**config.mk**
```make
export PLATFORM = sky130hd
export DESIGN_NAME = uart_line_rx
export DESIGN_NICKNAME = d
export VERILOG_FILES = /design/src/rtl/uart_line_rx.sv
export SDC_FILE = /design/constraint.sdc
export NUM_CORES = 1
export LEC_CHECK = 0
export BUFFER_PORTS_ARGS = -buffer_cell sky130_fd_sc_hd__buf_2
export CAP_MARGIN = 15
export CORE_MARGIN = 8
export CORE_UTILIZATION = 60
export DETAILED_ROUTE_END_ITERATION = 10
export PLACE_DENSITY = 0.82
export SLEW_MARGIN = 20
export SYNTH_ARGS = -nofsm -noshare
export SYNTH_HDL_FRONTEND = slang
export SYNTH_SLANG_ARGS = --single-unit
```
**constraint.sdc**
```tcl
create_clock -name CLK -period 6.45 [get_ports CLK]
set_input_delay 0.3225 -clock CLK [delete_from_list [all_inputs] [get_ports CLK]]
set_output_delay 0.3225 -clock CLK [all_outputs]
set_load 0.05 [all_outputs]
```
**src/rtl/uart_line_rx.sv**
```systemverilog
// rtl/uart_line_rx.sv - 8N1 UART receiver with CR LF line assembler (optional backspace editing via UART_LINE_BS_EN)
module uart_line_rx #(
    parameter int CLK_DIV    = 434,
    parameter int LINE_BYTES = 15
) (
    input  logic                    CLK,
    input  logic                    RST,
    input  logic                    RXD,
    output logic [8*LINE_BYTES-1:0] LINE_DATA,
    output logic                    LINE_VALID,
    input  logic                    LINE_READY,
    output logic                    FRAME_ERR,
    output logic                    OVERFLOW,
    output logic                    OVERRUN
);

    localparam int              W        = 8 * LINE_BYTES;
    localparam int              CW       = $clog2(LINE_BYTES + 1);
    localparam logic [CW-1:0]   LB       = CW'(LINE_BYTES);
    localparam logic [15:0]     CNT_FULL = 16'(CLK_DIV - 1);
    localparam logic [15:0]     CNT_HALF = 16'(CLK_DIV / 2 - 1);

    typedef enum logic [2:0] {
        ST_IDLE,
        ST_START,
        ST_DATA,
        ST_STOP,
        ST_BREAK
    } state_t;

    // synchroniser
    logic           r_rxd_meta;
    logic           r_rxd_sync;

    // bit engine
    state_t         r_state;
    logic [15:0]    r_cnt;
    logic [2:0]     r_bit_idx;
    logic [7:0]     r_shift;
    logic           r_frame_err;

    // line assembly
    logic [W-1:0]   r_buf;
    logic [CW-1:0]  r_count;
    logic [7:0]     r_prev;
    logic           r_discard;
    logic           r_overflow;

    // output stage
    logic [W-1:0]   r_line_data;
    logic           r_line_valid;
    logic           r_overrun;

    logic           w_byte_ok;
    logic [7:0]     w_rx_byte;
    logic           w_crlf;
    logic           w_complete;
    logic [W-1:0]   w_line;

    // Stop bit sampled high in this cycle: r_shift holds a complete good byte.
    assign w_byte_ok  = (r_state == ST_STOP) && (r_cnt == 16'd0) && r_rxd_sync;
    assign w_rx_byte  = r_shift;
    assign w_crlf     = (w_rx_byte == 8'h0A) && (r_prev == 8'h0D);
    // Room for the LF is required; a CR in the last slot means the line is too long.
    assign w_complete = w_byte_ok && !r_discard && w_crlf && (r_count < LB);
    assign w_line     = (r_buf << 8) | {{(W-8){1'b0}}, 8'h0A};

    assign LINE_DATA  = r_line_data;
    assign LINE_VALID = r_line_valid;
    assign FRAME_ERR  = r_frame_err;
    assign OVERFLOW   = r_overflow;
    assign OVERRUN    = r_overrun;

    // Two-flop synchroniser for the asynchronous serial line; idles high.
    always_ff @(posedge CLK or negedge RST) begin
        if (!RST) begin
            r_rxd_meta <= 1'b1;
            r_rxd_sync <= 1'b1;
        end else begin
            r_rxd_meta <= RXD;
            r_rxd_sync <= r_rxd_meta;
        end
    end

    // Bit FSM: mid-bit sampling of start, eight data bits LSB first, and stop.
    always_ff @(posedge CLK or negedge RST) begin
        if (!RST) begin
            r_state     <= ST_IDLE;
            r_cnt       <= 16'd0;
            r_bit_idx   <= 3'd0;
            r_shift     <= 8'd0;
            r_frame_err <= 1'b0;
        end else begin
            r_frame_err <= 1'b0;
            case (r_state)
                ST_IDLE: begin
                    if (!r_rxd_sync) begin
                        r_state <= ST_START;
                        r_cnt   <= CNT_HALF;
                    end
                end
                ST_START: begin
                    if (r_cnt != 16'd0) begin
                        r_cnt <= r_cnt - 16'd1;
                    end else if (!r_rxd_sync) begin
                        r_state   <= ST_DATA;
                        r_bit_idx <= 3'd0;
                        r_cnt     <= CNT_FULL;
                    end else begin
                        // Low pulse shorter than half a bit: treat as noise.
                        r_state <= ST_IDLE;
                    end
                end
                ST_DATA: begin
                    if (r_cnt != 16'd0) begin
                        r_cnt <= r_cnt - 16'd1;
                    end else begin
                        r_shift <= {r_rxd_sync, r_shift[7:1]};
                        r_cnt   <= CNT_FULL;
                        if (r_bit_idx == 3'd7) begin
                            r_state <= ST_STOP;
                        end else begin
                            r_bit_idx <= r_bit_idx + 3'd1;
                        end
                    end
                end
                ST_STOP: begin
                    if (r_cnt != 16'd0) begin
                        r_cnt <= r_cnt - 16'd1;
                    end else if (r_rxd_sync) begin
                        r_state <= ST_IDLE;
                    end else begin
                        r_frame_err <= 1'b1;
                        r_state     <= ST_BREAK;
                    end
                end
                ST_BREAK: begin
                    // Hold here until the line returns high so a break reports once.
                    if (r_rxd_sync) begin
                        r_state <= ST_IDLE;
                    end
                end
                default: begin
                    r_state <= ST_IDLE;
                end
            endcase
        end
    end

    // Line assembler: pack accepted bytes right-aligned, detect CR LF and overflow.
    always_ff @(posedge CLK or negedge RST) begin
        if (!RST) begin
            r_buf      <= '0;
            r_count    <= '0;
            r_prev     <= 8'd0;
            r_discard  <= 1'b0;
            r_overflow <= 1'b0;
        end else begin
            r_overflow <= 1'b0;
            if (w_byte_ok) begin
                r_prev <= w_rx_byte;
                if (r_discard) begin
                    // Drop the rest of an overlong line; resynchronise on its CR LF.
                    if (w_crlf) begin
                        r_buf     <= '0;
                        r_count   <= '0;
                        r_discard <= 1'b0;
                    end
                end else if (w_complete) begin
                    r_buf   <= '0;
                    r_count <= '0;
`ifdef UART_LINE_BS_EN
                end else if (w_rx_byte == 8'h08) begin
                    if (r_count != '0) begin
                        r_buf   <= r_buf >> 8;
                        r_count <= r_count - 1'b1;
                    end
`endif
                end else if (r_count < LB) begin
                    r_buf   <= (r_buf << 8) | {{(W-8){1'b0}}, w_rx_byte};
                    r_count <= r_count + 1'b1;
                end else begin
                    r_discard  <= 1'b1;
                    r_overflow <= 1'b1;
                end
            end
        end
    end

    // Output holding register with valid/ready; a line finishing while one is held is dropped.
    always_ff @(posedge CLK or negedge RST) begin
        if (!RST) begin
            r_line_data  <= '0;
            r_line_valid <= 1'b0;
            r_overrun    <= 1'b0;
        end else begin
            r_overrun <= 1'b0;
            if (w_complete) begin
                if (!r_line_valid || LINE_READY) begin
                    r_line_data  <= w_line;
                    r_line_valid <= 1'b1;
                end else begin
                    r_overrun <= 1'b1;
                end
            end else if (r_line_valid && LINE_READY) begin
                r_line_valid <= 1'b0;
            end
        end
    end

endmodule

```
==> results of run 1 <==
## report_power, final
group / total, mW / switching [mW] / leakage [nW] / internal, mW
logic: 0.0444 / 0.0408 / 2.28 / 0.00351
registers: 1.72 / 0.00122 / 3.80 / 1.72
clock network: 1.67 / 0.642 / 0.480 / 1.02
total: 3.43 / 0.684 / 6.56 / 2.75
## routing by layer
layer / vias up / global-route usage
met5: - / 0
met4: 0 / 0.0687
met3: 43 / 0.0367
met2: 184 / 0.348
met1: 3461 / 0.263
li1: 2910 / -
## placed cells by master (no fill, tap or decap), types with 5 or more instances in the layout
master	synthesis	routed
mux2_2	135	135
o21ai_0	15	15
dfrtp_1	272	272
nor3_1	7	7
conb_1	1	6
or3_1	6	6
nand3_1	6	6
a22o_1	109	109
clkbuf_8	0	7
buf_2	22	120
inv_1	7	7
ha_1	5	5
clkbuf_16	0	29
nand2_1	10	10
nor2_1	20	20
a21oi_1	17	17
or4_1	6	6
clkbuf_1	21	6
## worst max-delay path, cell delays in order (launching register included)
cell,delay [ps]
dfrtp_1,400
inv_1,110
ha_1,160
nor3b_1,430
and4_1,610
nand3_4,290
nand4b_4,870
buf_4,690
mux2_2,390
## timing repair
item,in CTS,in global routing
hold buffers,2,0
buffers inserted,0,0
endpoints found under the hold margin,123,0
## final timing paths
kind                                 endpoint  slack (ps)  depth (start not counted)
max in group asynchronous       LINE_DATA[88]        4630                          3
worst min register to register     r_rxd_sync         360                          0
min in group asynchronous          r_buf[105]         460                          2
worst max register to register  LINE_DATA[56]        2320                          8
worst min-delay path               LINE_VALID         230                          3
worst max-delay path            LINE_DATA[56]        2320                          8
## sequential cells by signal, summed over array words and instances (netlist names)
signal      flops
r_state         3
r_rxd_sync      1
r_count         4
OVERFLOW        1
r_shift         8
LINE_VALID      1
r_prev          8
LINE_DATA     113
OVERRUN         1
FRAME_ERR       1
r_buf         112
r_rxd_meta      1
r_discard       1
r_cnt          16
r_bit_idx       3
## cells in the mapped netlist (2+ instances only)
master / instances / area [um^2]
dfstp_2: 2 / 52.6
ha_1: 5 / 62.6
nor4_4: 2 / 42.5
or3b_2: 2 / 17.5
nor4b_1: 3 / 26.3
nand2b_1: 3 / 18.8
nor3b_1: 3 / 22.5
nand2_1: 10 / 37.5
or3_1: 6 / 37.5
inv_1: 7 / 26.3
nor3_1: 7 / 35.0
dfrtp_1: 272 / 6810
o22a_1: 2 / 17.5
a211oi_1: 2 / 15.0
or4_1: 6 / 45.0
o211ai_1: 3 / 22.5
buf_4: 10 / 75.1
nand4_1: 3 / 18.8
nor2_1: 20 / 75.1
nor4_2: 2 / 25.0
a22o_1: 109 / 955
o21ai_0: 15 / 75.1
and4_1: 2 / 17.5
a21oi_1: 17 / 85.1
mux2_2: 135 / 1520
xor2_1: 2 / 17.5
nand3b_1: 2 / 15.0
a31oi_1: 2 / 12.5
a21o_1: 2 / 15.0
buf_2: 22 / 110
o31ai_1: 2 / 15.0
nor2b_1: 2 / 12.5
clkbuf_1: 21 / 78.8
nand3_1: 6 / 30.0
## per-stage QoR
stage	util	instance area (um^2)	hold slack (ps)	std cells	power, mW
2_1_floorplan	-	10600	26.9	734	1.76
3_3_place_gp	0.654	11300	347	1031	1.80
3_5_place_dp	0.656	11300	349	1032	1.80
4_1_cts	0.713	12300	222	1085	3.46
5_1_grt	0.714	12300	246	1085	3.53
6_report	0.714	12300	234	1085	3.43
## cell families after synthesis
logic type / Yosys count / synth area share
other: 1 / 0.000353
adder cells (fa/ha/maj): 5 / 0.00589
buffers and inverters: 61 / 0.0277
flip-flops: 274 / 0.646
XOR/XNOR: 3 / 0.00247
AO/OA/AOI/OAI: 161 / 0.120
multiplexers: 135 / 0.143
AND/OR/NAND/NOR: 89 / 0.0548
## final cells by class
class,instances,area [um^2],area share
clock buffers,42,845,0.0684
clock inverters,9,138,0.0111
inverters,7,26.3,0.00213
multi-input cells,399,3490,0.283
flip-flops and latches,274,6860,0.555
well taps,225,282,0.0228
repair buffers,129,708,0.0574
==> impl_metrics.py, run 1 <==
metrics = {
    "pwr": {
        "leakagePower_nw": 6.56,
        "powerDensity_nw_per_um2": 278,
        "ir_drop_v": 0.000186,
    },
    "floorplan": {
        "dieWidth_um": 149,
        "die_h_um": 149,
        "io_pins": 128,
        "die-area_um2": 22200,
        "start_util": 0.614,
        "core_area_um2": 17300,
        "rows": 48,
    },
    "sta": {
        "hold_violations": 0,
        "min_period_ps": 4130,
        "setup_viol": 0,
        "drv_slew": 0,
        "worst_pin_slew_ps": 970,
        "finalSetupTns_ps": 0,
        "fmax_ghz": 0.242,
        "skew_ps": 9.76,
        "worst_slack_ps": 2320,
        "period_share": 0.640,
        "grt_setup_unrepaired": "false",
        "relSlewSlack": 0.353,
    },
    "yosys": {
        "avgSynthCellArea_um2": 14.6,
        "ys_seq_area_frac": 0.646,
        "synth-edff-count": 0,
        "synth_seq_cells": 274,
        "ys_types": 54,
        "synthCells": 729,
        "yosys_warnings": 0,
        "synthArstFlopShare": 1.00,
        "synth_ff_type": "dfrtp_1",
        "synth_area_um2": 10600,
    },
    "routing": {
        "wl_met3_um": 1200,
        "via_count": 6598,
        "met2_length_um": 11900,
        "drt-total-wl_um": 23000,
        "wl_met1_um": 9310,
        "wl_per_cell_um": 21.2,
        "drc": 0,
        "drtAntennaViolNets": 0,
        "drt_iter0_drc": 425,
        "viasPerCell": 6.08,
        "firstDrtPassIters": 4,
        "top_layer_used": "met4",
    },
    "clock_tree": {
        "clk_pin_slew_worst_paths_ps": 60,
        "insertion_delay_ps": 530,
        "clock-sinks": 274,
        "cts-root-buf": "clkbuf_16",
        "cts_buffer_depth": 3,
        "cts_tree": "built",
        "cts_buffers": 28,
        "htreeDepth": 1,
        "ctsResizeCount": 0,
    },
    "placement": {
        "dpl.hpwl_um": 14600,
        "dp_slack_ps": 2370,
        "place_congestion": 0.864,
        "port_buffers": 121,
    },
    "final_layout": {
        "antenna_cells": 0,
        "syn2layout_area_growth_pct": 16.2,
        "fillerInstances": 1156,
        "finalNetCount": 848,
        "drive_above_1_share": 0.374,
    },
    "hold_path": {
        "min_from": "LINE_READY",
        "hold_class": "input pin to flip-flop",
    },
    "critical_path": {
        "cp.required_ps": 6860,
        "worstReg2RegStart": "r_cnt[0]",
        "start_kind": "flip-flop",
        "crit_path_start": "r_cnt[0]",
        "worst-path-max-fanout": 61,
        "critical_path_class": "flip-flop to flip-flop",
        "critPathArrivalTime_ps": 4540,
        "cp-end-kind": "flip-flop",
    },
    "grt": {
        "grt_max_degree": 125,
        "grt_pass1_vias": 6962,
        "grt_usage": 0.205,
        "antenna_found_initial": 0,
        "overflow": 0,
        "grt_pass1_wl_um": 37100,
    },
    "run_status": {
        "status": "completed",
    },
    "job": {
        "maxCapViolCount": 0,
    },
}
(Power assumes the default switching activity.)
==> run 2, diff against run 1 <==
--- a/config.mk
+++ b/config.mk
@@ -5,12 +5,13 @@
 export SDC_FILE = /design/constraint.sdc
 export NUM_CORES = 1
 export LEC_CHECK = 0
+export ABC_AREA = 1
 export BUFFER_PORTS_ARGS = -buffer_cell sky130_fd_sc_hd__buf_2
 export CAP_MARGIN = 15
 export CORE_MARGIN = 8
-export CORE_UTILIZATION = 60
+export CORE_UTILIZATION = 53
 export DETAILED_ROUTE_END_ITERATION = 10
-export PLACE_DENSITY = 0.82
+export PLACE_DENSITY = 0.76
 export SLEW_MARGIN = 20
 export SYNTH_ARGS = -nofsm -noshare
 export SYNTH_HDL_FRONTEND = slang
==> constraint.sdc (replaced) <==
create_clock -name CLK -period 3.75 [get_ports CLK]
set_input_delay 0.1875 -clock CLK [delete_from_list [all_inputs] [get_ports CLK]]
set_output_delay 0.1875 -clock CLK [all_outputs]
set_load 0.05 [all_outputs]
==> run 2 against run 1 <==
  * Routed wire length grew 32%
  * Clock power rose by 65%
  * Sequential power grew 72%
  * First-iteration DRC count increased to 2.5 times the previous value
  * Hold slack gained 69 ps
  * Final cell count is 74% higher
  * Synthesized cell count up 100%
  * Clock skew grew 12 ps
  * Critical path type unchanged
  * Largest power group unchanged
==> impl_metrics.py, run 2 <==
metrics = {
    "routing": {
        "top_layer_used": "met4",
        "firstDrtPassIters": 5,
        "drc": 0,
        "met2_length_um": 14600,
        "drt_iter0_drc": 1069,
        "via_count": 10260,
        "drt-total-wl_um": 30400,
        "wl_met1_um": 13600,
        "wl_per_cell_um": 16.1,
        "wl_met3_um": 1620,
        "drtAntennaViolNets": 0,
        "viasPerCell": 5.44,
    },
    "grt": {
        "grt_pass1_vias": 9919,
        "grt_pass1_wl_um": 51100,
        "antenna_found_initial": 0,
        "grt_max_degree": 125,
        "overflow": 0,
        "grt_usage": 0.210,
    },
    "placement": {
        "port_buffers": 121,
        "place_congestion": 0.895,
        "dpl.hpwl_um": 18000,
    },
    "final_layout": {
        "mostFrequentLayoutCells": "550 x nand2_1, 272 x dfrtp_1, 150 x nand3_1, 144 x o21ai_0, 120 x buf_2",
        "finish.utilization": 0.604,
        "fillerInstances": 2024,
        "drive_above_1_share": 0.128,
        "finalNetCount": 1555,
        "final_common_cell": "nand2_1",
        "antenna_cells": 0,
        "largest_reg_flops": 113,
        "syn2layout_area_growth_pct": 12.4,
    },
    "critical_path": {
        "worstPathCellList": "inv_1 > ha_1 > nand3_1 > nor2_2 > nand3_2 > nor3_4 > nand2_8 > nand2_1 > nand2_1",
        "start_kind": "flip-flop",
        "path_delay_family": "simple AND/OR/NAND/NOR gates",
        "crit_buf_inv": 1,
        "path_common_cell": "nand2_1",
        "critPathSlowestCell": "nand2_8",
        "critPathArrivalTime_ps": 3080,
        "crit_path_max_incr_delay_ps": 480,
        "critical_path_class": "flip-flop to flip-flop",
        "cp.required_ps": 4170,
        "cp-end-kind": "flip-flop",
        "worst-path-max-fanout": 113,
    },
    "clock_tree": {
        "clk_pin_slew_worst_paths_ps": 60,
        "cts_tree": "built",
        "cts_buffers": 28,
        "insertion_delay_ps": 550,
        "cts_buffer_depth": 3,
        "clock-sinks": 274,
        "cts-root-buf": "clkbuf_16",
        "post_cts_buffers": 0,
        "htreeDepth": 1,
    },
    "yosys": {
        "synth-edff-count": 0,
        "synth_seq_cells": 274,
        "synth_area_leaders": "dfrtp_1 54%, nand2_1 17%, nand3b_1 6.3%",
        "avgSynthCellArea_um2": 8.45,
        "ys_types": 31,
        "synth_ff_type": "dfrtp_1",
        "yosys.area.top_type_share": 0.543,
        "yosysMostFrequentCell": "nand2_1",
        "ys_seq_area_frac": 0.547,
        "synthTopCellsByCount": "553 x nand2_1, 272 x dfrtp_1, 150 x nand3_1",
        "yosys_warnings": 0,
        "synthCells": 1484,
        "synthArstFlopShare": 1.00,
        "yosysTopAreaCell": "dfrtp_1",
        "synth_area_um2": 12500,
    },
    "floorplan": {
        "rows": 56,
        "io_pins": 128,
        "dieWidth_um": 170,
        "die-area_um2": 28800,
        "start_util": 0.538,
        "core_area_um2": 23300,
        "die_h_um": 170,
    },
    "sta": {
        "setup_viol": 0,
        "hold_violations": 0,
        "drv_slew": 0,
        "fmax_ghz": 0.377,
        "skew_ps": 22.2,
        "holdWs_ps": 303,
        "worst_pin_slew_ps": 1070,
        "relSlewSlack": 0.288,
        "min_period_ps": 2650,
        "finalSetupTns_ps": 0,
        "period_share": 0.708,
        "grt_setup_unrepaired": "false",
    },
    "run_status": {
        "status": "completed",
    },
    "pwr": {
        "power.switching_mw": 1.22,
        "combPwrFrac": 0.014,
        "power_frac_seq": 0.510,
        "leakagePower_nw": 7.80,
        "ir_drop_v": 0.000329,
        "switching_share": 0.211,
        "power.internal_mw": 4.58,
        "p_clk_frac": 0.476,
        "powerDensity_nw_per_um2": 411,
    },
    "job": {
        "maxCapViolCount": 0,
    },
    "hold_path": {
        "hold_class": "input pin to flip-flop",
    },
}
-- run 2: cell types whose count changed in the layout (fill, tap and decap cells not counted), moves of 41 or more --
cell / change
a22o_1: -109
mux2_2: -135
nand2_1: +540
nand3_1: +144
nand3b_1: +104
nor2_1: +41
o21ai_0: +129
-- run 2: cell type report --
class / count / area (um^2) / area share
Clock buffer: 40 / 796 / 0.0564
Clock inverter: 11 / 119 / 0.00843
Inverter: 43 / 163 / 0.0115
Multi-Input combinational cell: 1064 / 5000 / 0.354
Sequential cell: 274 / 6860 / 0.486
Tap cell: 319 / 399 / 0.0283
Timing Repair Buffer: 135 / 767 / 0.0544
-- run 2: worst register-to-register path: stages (launching register included) --
cell	delay, ps
dfrtp_1	370
inv_1	120
ha_1	210
nand3_1	100
nor2_2	190
nand3_2	300
nor3_4	390
nand2_8	480
nand2_1	300
nand2_1	80
-- run 2: timing repair --
action | in CTS | in global routing
hold buffers | 2 | 0
hold endpoints to repair | 121 | 0
gates resized for setup | 0 | 0
-- run 2: power groups by stage --
stage               Combinational, mW  Clock (mW)  Sequential (mW)
floorplan                      0.0199           0             3.01
global placement               0.0829           0             3.01
detailed placement             0.0848           0             3.01
CTS                            0.0859        2.80             2.96
global route                   0.0952        2.93             2.96
finish                         0.0815        2.76             2.96
-- run 2: path summary, 6_finish.rpt --
kind                                 endpoint  slack (ps)  startpoint  cells past startpoint
max in group asynchronous          r_rxd_sync        2340         RST                      3
worst max register to register  LINE_DATA[65]        1100    r_cnt[0]                      9
min in group asynchronous           r_buf[92]         360         RST                      2
worst min-delay path               r_rxd_meta         300         RXD                      2
worst max-delay path            LINE_DATA[65]        1100    r_cnt[0]                      9
worst min register to register     r_rxd_sync         350  r_rxd_meta                      0
-- run 2: cells by family (layout without fill, tap and decap cells) --
kind of cell	Yosys count	count (layout)	synth area share
AND/OR/NAND/NOR	895	895	0.323
adder cells (fa/ha/maj)	5	5	0.00499
flip-flops	274	274	0.547
other	1	6	0.000299
buffers and inverters	151	229	0.0599
XOR/XNOR	4	4	0.00279
AO/OA/AOI/OAI	154	154	0.0620
-- run 2: per-layer routing --
layer | global-route usage | up-vias
met1 | 0.294 | 5016
met5 | 0 | -
met2 | 0.339 | 266
met4 | 0.0543 | 0
li1 | - | 4930
met3 | 0.0299 | 48
-- run 2: per-stage QoR --
| step | instances | area [um^2] | setup slack [ps] | total power, mW |
|---|---|---|---|---|
| global placement | 1833 | 13100 | 1070 | 3.10 |
| finish | 1886 | 14100 | 1100 | 5.80 |
| floorplan | 1489 | 12600 | 1870 | 3.03 |
| CTS | 1886 | 14100 | 854 | 5.85 |
| detailed placement | 1833 | 13200 | 898 | 3.10 |
| global route | 1886 | 14100 | 836 | 5.98 |
